$ cat config.mk
export PLATFORM = sky130hd
export DESIGN_NAME = pc_sequencer
export DESIGN_NICKNAME = d
export VERILOG_FILES = /design/src/rtl/core_pkg.sv /design/src/rtl/sat_counter.sv /design/src/rtl/pc_sequencer.sv
export SDC_FILE = /design/constraint.sdc
export NUM_CORES = 1
export LEC_CHECK = 0
export ABC_AREA = 1
export BUFFER_PORTS_ARGS = -buffer_cell sky130_fd_sc_hd__buf_4
export CORE_MARGIN = 4
export CORE_UTILIZATION = 40
export DETAILED_ROUTE_END_ITERATION = 12
export PLACE_DENSITY = 0.63
export RECOVER_POWER = 100
export SKIP_LAST_GASP = 1
export SYNTH_ARGS = -nofsm -noshare
export SYNTH_HDL_FRONTEND = slang
export SYNTH_SLANG_ARGS = --single-unit
$ cat constraint.sdc
create_clock -name clk -period 4.2 [get_ports clk]
set_input_delay 0 -clock clk [delete_from_list [all_inputs] [get_ports clk]]
set_output_delay 0 -clock clk [all_outputs]
set_load 0.03 [all_outputs]
$ cat src/rtl/core_pkg.sv
// Shared core definitions: datapath widths, PC sequencer state encoding and
// instruction memory depth (shared with instruction_fetch).
package core_pkg;

   localparam int XLEN       = 64;
   localparam int INSTR_W    = 32;
   localparam int IMEM_WORDS = 1024;

   typedef enum logic [1:0] {
      BOOT  = 2'd0,
      RUN   = 2'd1,
      HALT  = 2'd2,
      FAULT = 2'd3
   } pc_state_t;

endpackage

$ cat src/rtl/sat_counter.sv
// Saturating up-counter with synchronous active-low clear.
// Ports:
//   clk    in  clock, rising edge
//   clr_n  in  synchronous clear, active-low
//   inc    in  advance by one (ignored once all-ones is reached)
//   count  out current value
module sat_counter #(
   parameter int WIDTH = 32
) (
   input  logic             clk,
   input  logic             clr_n,
   input  logic             inc,
   output logic [WIDTH-1:0] count
);

   always_ff @(posedge clk) begin
      if (!clr_n) begin
         count <= '0;
      end else if (inc && (count != '1)) begin
         count <= count + WIDTH'(1);
      end
   end

endmodule

$ cat src/rtl/pc_sequencer.sv
// Program-counter sequencer: holds the architectural PC, presents it to
// instruction_fetch and selects the next PC (+4, branch redirect, halt/fault).
// Optional feature macro: PC_TRAP_EN (invalid fetch address traps to TRAP_VEC
// and keeps running instead of stopping in FAULT).
// Ports:
//   clk, rst_n        clock / synchronous active-low reset
//   stall             hold pc this cycle
//   branch_taken      redirect request, target on branch_target
//   halt_req          ebreak/ecall stop request
//   inv_addr          fetch block flags current pc as invalid
//   pc, pc_plus4      current fetch address and its sequential successor
//   valid, halted     pc is live / sequencer stopped
//   fault, fault_pc   sticky invalid-fetch flag and the offending address
//   fetch_count       saturating count of pc advances
//
// state | meaning
// BOOT  | one cycle after reset release, pc = RESET_PC, not yet valid
// RUN   | fetching; pc advances, redirects or traps
// HALT  | stopped by halt_req, terminal until reset
// FAULT | stopped on invalid fetch address, terminal until reset
module pc_sequencer
   import core_pkg::*;
#(
   parameter logic [63:0] RESET_PC = 64'h0,
   parameter logic [63:0] TRAP_VEC = 64'h100
) (
   input  logic             clk,
   input  logic             rst_n,
   input  logic             stall,
   input  logic             branch_taken,
   input  logic [XLEN-1:0]  branch_target,
   input  logic             halt_req,
   input  logic             inv_addr,
   output logic [XLEN-1:0]  pc,
   output logic [XLEN-1:0]  pc_plus4,
   output logic             valid,
   output logic             halted,
   output logic             fault,
   output logic [XLEN-1:0]  fault_pc,
   output logic [31:0]      fetch_count
);

   if ((RESET_PC[1:0] != 2'b00) || (TRAP_VEC[1:0] != 2'b00) || (TRAP_VEC >= 64'd4096)) begin : g_bad_param
      $error("pc_sequencer: RESET_PC/TRAP_VEC must be word-aligned, TRAP_VEC below 4096");
   end

   pc_state_t       state, state_nxt;
   logic [XLEN-1:0] pc_nxt;
   logic [XLEN-1:0] fault_pc_nxt;
   logic            fault_nxt;
   logic            advance;

   assign pc_plus4 = pc + 64'd4;

   always_comb begin
      state_nxt    = state;
      pc_nxt       = pc;
      fault_nxt    = fault;
      fault_pc_nxt = fault_pc;
      advance      = 1'b0;
      case (state)
         BOOT: state_nxt = RUN;
         RUN: begin
            if (inv_addr) begin
               fault_nxt    = 1'b1;
               fault_pc_nxt = pc;
`ifdef PC_TRAP_EN
               pc_nxt       = TRAP_VEC;
`else
               state_nxt    = FAULT;
`endif
            end else if (halt_req) begin
               state_nxt = HALT;
            end else if (stall) begin
               // a branch under stall is dropped; execute re-presents it
               pc_nxt = pc;
            end else if (branch_taken) begin
               pc_nxt  = branch_target;
               advance = 1'b1;
            end else begin
               pc_nxt  = pc_plus4;
               advance = 1'b1;
            end
         end
         HALT:    state_nxt = HALT;
         FAULT:   state_nxt = FAULT;
         default: state_nxt = BOOT;
      endcase
   end

   always_ff @(posedge clk) begin
      if (!rst_n) begin
         state    <= BOOT;
         pc       <= RESET_PC;
         valid    <= 1'b0;
         halted   <= 1'b0;
         fault    <= 1'b0;
         fault_pc <= '0;
      end else begin
         state    <= state_nxt;
         pc       <= pc_nxt;
         valid    <= (state_nxt == RUN);
         halted   <= (state_nxt == HALT) || (state_nxt == FAULT);
         fault    <= fault_nxt;
         fault_pc <= fault_pc_nxt;
      end
   end

   // reset doubles as the counter clear so no advance is honoured on a reset edge
   sat_counter #(.WIDTH(32)) u_fetch_cnt (
      .clk   (clk),
      .clr_n (rst_n),
      .inc   (advance & rst_n),
      .count (fetch_count)
   );

endmodule

==> results.json <==
{
  "nNetsFinal": 1865,
  "syn_area_per_cell_um2": 6.28,
  "crit_slowest_cell": "clkbuf_1",
  "cp_max_fo": 35,
  "clk_pin_slew_ns": 0.07,
  "die_h_um": 160,
  "startpoint": "state[1]",
  "synthTopCellsByArea": "dfxtp_1 (36%), nand2_1 (19%), nor2_1 (7.7%)",
  "cp_slowest_stage_delay_ns": 1.11,
  "total_power_uw": 3530,
  "syn_area_um2": 9180,
  "end_kind": "flip-flop",
  "fin_crit_sh_pct": 83.2,
  "cts-htree-levels": 4,
  "io_buffers": 296,
  "reg2reg_depth": 8,
  "antenna_cells": 0,
  "track_usage_pct": 27.9,
  "area_delta_synth_final_pct": 30.4,
  "core_um2": 22600,
  "r2r_setup_slack_ns": 0.71,
  "synthCells": 1463,
  "p_per_area_nw_per_um2": 294,
  "maxCapViolCount": 0,
  "final_util_pct": 52.9,
  "maxSlewViolCount": 0,
  "crit_chain": "inv_1 -> nand2_1 -> nor2_1 -> nand2_1 -> nor2_4 -> clkbuf_1 -> nand3_1 -> a21oi_1",
  "grt_max_degree": 89,
  "yosysUniqueCellTypes": 36,
  "final_common_cell": "nand2_1",
  "gr-total-overflow": 0,
  "synth_top_cell_area_share_pct": 36.0,
  "yosys.area.top_type": "dfxtp_1",
  "peakVddDrop_v": 0.000239,
  "startpoint_type": "flip-flop",
  "dr_total_vias": 10798,
  "placedCellCount": 1988,
  "dp_hpwl_um": 27300,
  "cts.sinks": 165,
  "drt_first_pass_iters": 7,
  "worst_pin_slew_ns": 1.43,
  "ios": 297,
  "die_area_um2": 25400,
  "final_cells": 2091,
  "r2r-end": "pc[61]",
  "clock_skew_ns": 0.00863,
  "final_area_um2": 12000,
  "slew_headroom_pct": 4.47,
  "grt_pass1_wl_um": 57100,
  "viasPerCell": 5.16,
  "antenna_found_initial": 0,
  "drt_iter0_markers": 973,
  "synth_seq_area_share_pct": 36.0,
  "clockRootBuffer": "clkbuf_16",
  "dpl_cell_area_um2": 11600,
  "cts-resized-gates": 0,
  "required_ns": 4.53,
  "drt-wirelength-per-cell_um": 17.6,
  "fin_crit_ns": 3.49,
  "p_leak_uw": 0.00408,
  "final_hold_viol_count": 0,
  "cts_buffers": 17,
  "path_common_cell": "nand2_1",
  "grt_pass1_vias": 10202,
  "timing.rr.start": "state[1]",
  "clockBufferDepth": 2,
  "holdCritPathClass": "in -> reg",
  "start_util_pct": 40.6,
  "die_w_um": 160,
  "syn_nets": 1535,
  "crit_end": "pc[61]",
  "finalWirelength_um": 36800,
  "rsz0062_at_grt": "no",
  "status": "completed",
  "gp_congestion": 0.976,
  "ant_nets": 0,
  "ys_warn_count": 0,
  "path_class": "reg -> reg",
  "fill_cells": 2540,
  "layout_common_cells": "nand2_1 (476), clkbuf_1 (206), nor2_1 (200)",
  "finalSetupViolCount": 0,
  "setup_tns_ns": 0,
  "clk_latency_ns": 0.43,
  "cts_tree": "yes",
  "cp.arrival_ns": 3.83,
  "yosys_register_bits": 165,
  "rows": 55,
  "route.detailed.drc": 0,
  "layout-drive-gt1-share_pct": 8.25,
  "fmax_mhz": 286
}
## critical path, delay by kind of cell (launching register included)
family | cells | cell delay (ns)
AO/OA/AOI/OAI | 1 | 0.18
buffers and inverters | 2 | 1.17
flip-flops | 1 | 0.31
AND/OR/NAND/NOR | 5 | 1.70
## stage by stage
stage | setup slack [ns] | hold slack (ns)
after floorplan | 1.89 | 0.110
after global placement | 1.57 | 0.208
after detailed placement | 1.44 | 0.208
after CTS | 1.22 | 0.0298
after global routing | 0.524 | 0.0661
final | 0.707 | 0.0561
## cells in the mapped netlist (all sizes together)
cell	n
dfxtp	165
ha	2
o21ai	74
a22o	2
nor3	14
a31oi	14
xor2	38
nor3b	1
nand3b	7
inv	123
a21oi	134
nand4	15
xnor2	5
buf	22
nor2	211
a211oi	1
nand3	103
and2	10
nand2	479
clkbuf	41
clkinv	1
nor4	1
## worst min path at each step
stage,startpoint,to,slack (ns),depth (start not counted)
2_1_floorplan,halt_req,state[0],0.11,1
3_3_place_gp,halt_req,state[0],0.21,2
3_5_place_dp,halt_req,state[0],0.21,2
4_1_cts,branch_taken,pc[25],0.03,4
5_1_grt,branch_taken,pc[25],0.07,4
6_report,branch_taken,pc[25],0.06,4
## power breakdown
group / internal, uW / leakage [uW] / switching [uW]
clock: 910 / 0.000296 / 725
sequential: 1580 / 0.00133 / 18.4
combinational: 114 / 0.00245 / 181
## cell families after synthesis
group / Yosys count / share of synthesized area, %
DFF: 165 / 36.0
AOI/OAI and AO/OA: 225 / 12.6
xor gates and xnor gates: 43 / 4.10
buffers and inverters: 187 / 8.12
and+or+nand+nor: 841 / 38.9
adders and majority gates: 2 / 0.272
## metal layers
layer  routed length (um)  vias to the layer above  global-route usage [%]
li1                     -                     5333                       -
met1                15500                     4952                    35.7
met2                17300                      443                    46.7
met3                 2600                       68                    5.18
met4                 1290                        2                    10.6
met5                   66                        -                    1.89
## flip-flops by register name, indices dropped and copies added (netlist names)
name / flops
valid: 1
u_fetch_cnt.count: 32
state: 2
pc: 64
halted: 1
fault: 1
fault_pc: 64
## final cells by class
cell class	instances	area, um2	area share [%]
Clock buffer	18	439	3.67
Clock inverter	14	166	1.39
Inverter	124	470	3.93
Multi-Input combinational cell	1111	5020	41.9
Sequential cell	165	3300	27.6
Tap cell	285	357	2.98
Timing Repair Buffer	374	2220	18.5
## what timing repair did
item | CTS | global route
hold buffers | 71 | 0
buffers inserted | 0 | 0
endpoints found under the hold margin | 78 | 0
Note: power is estimated with default switching activity, not from simulation.
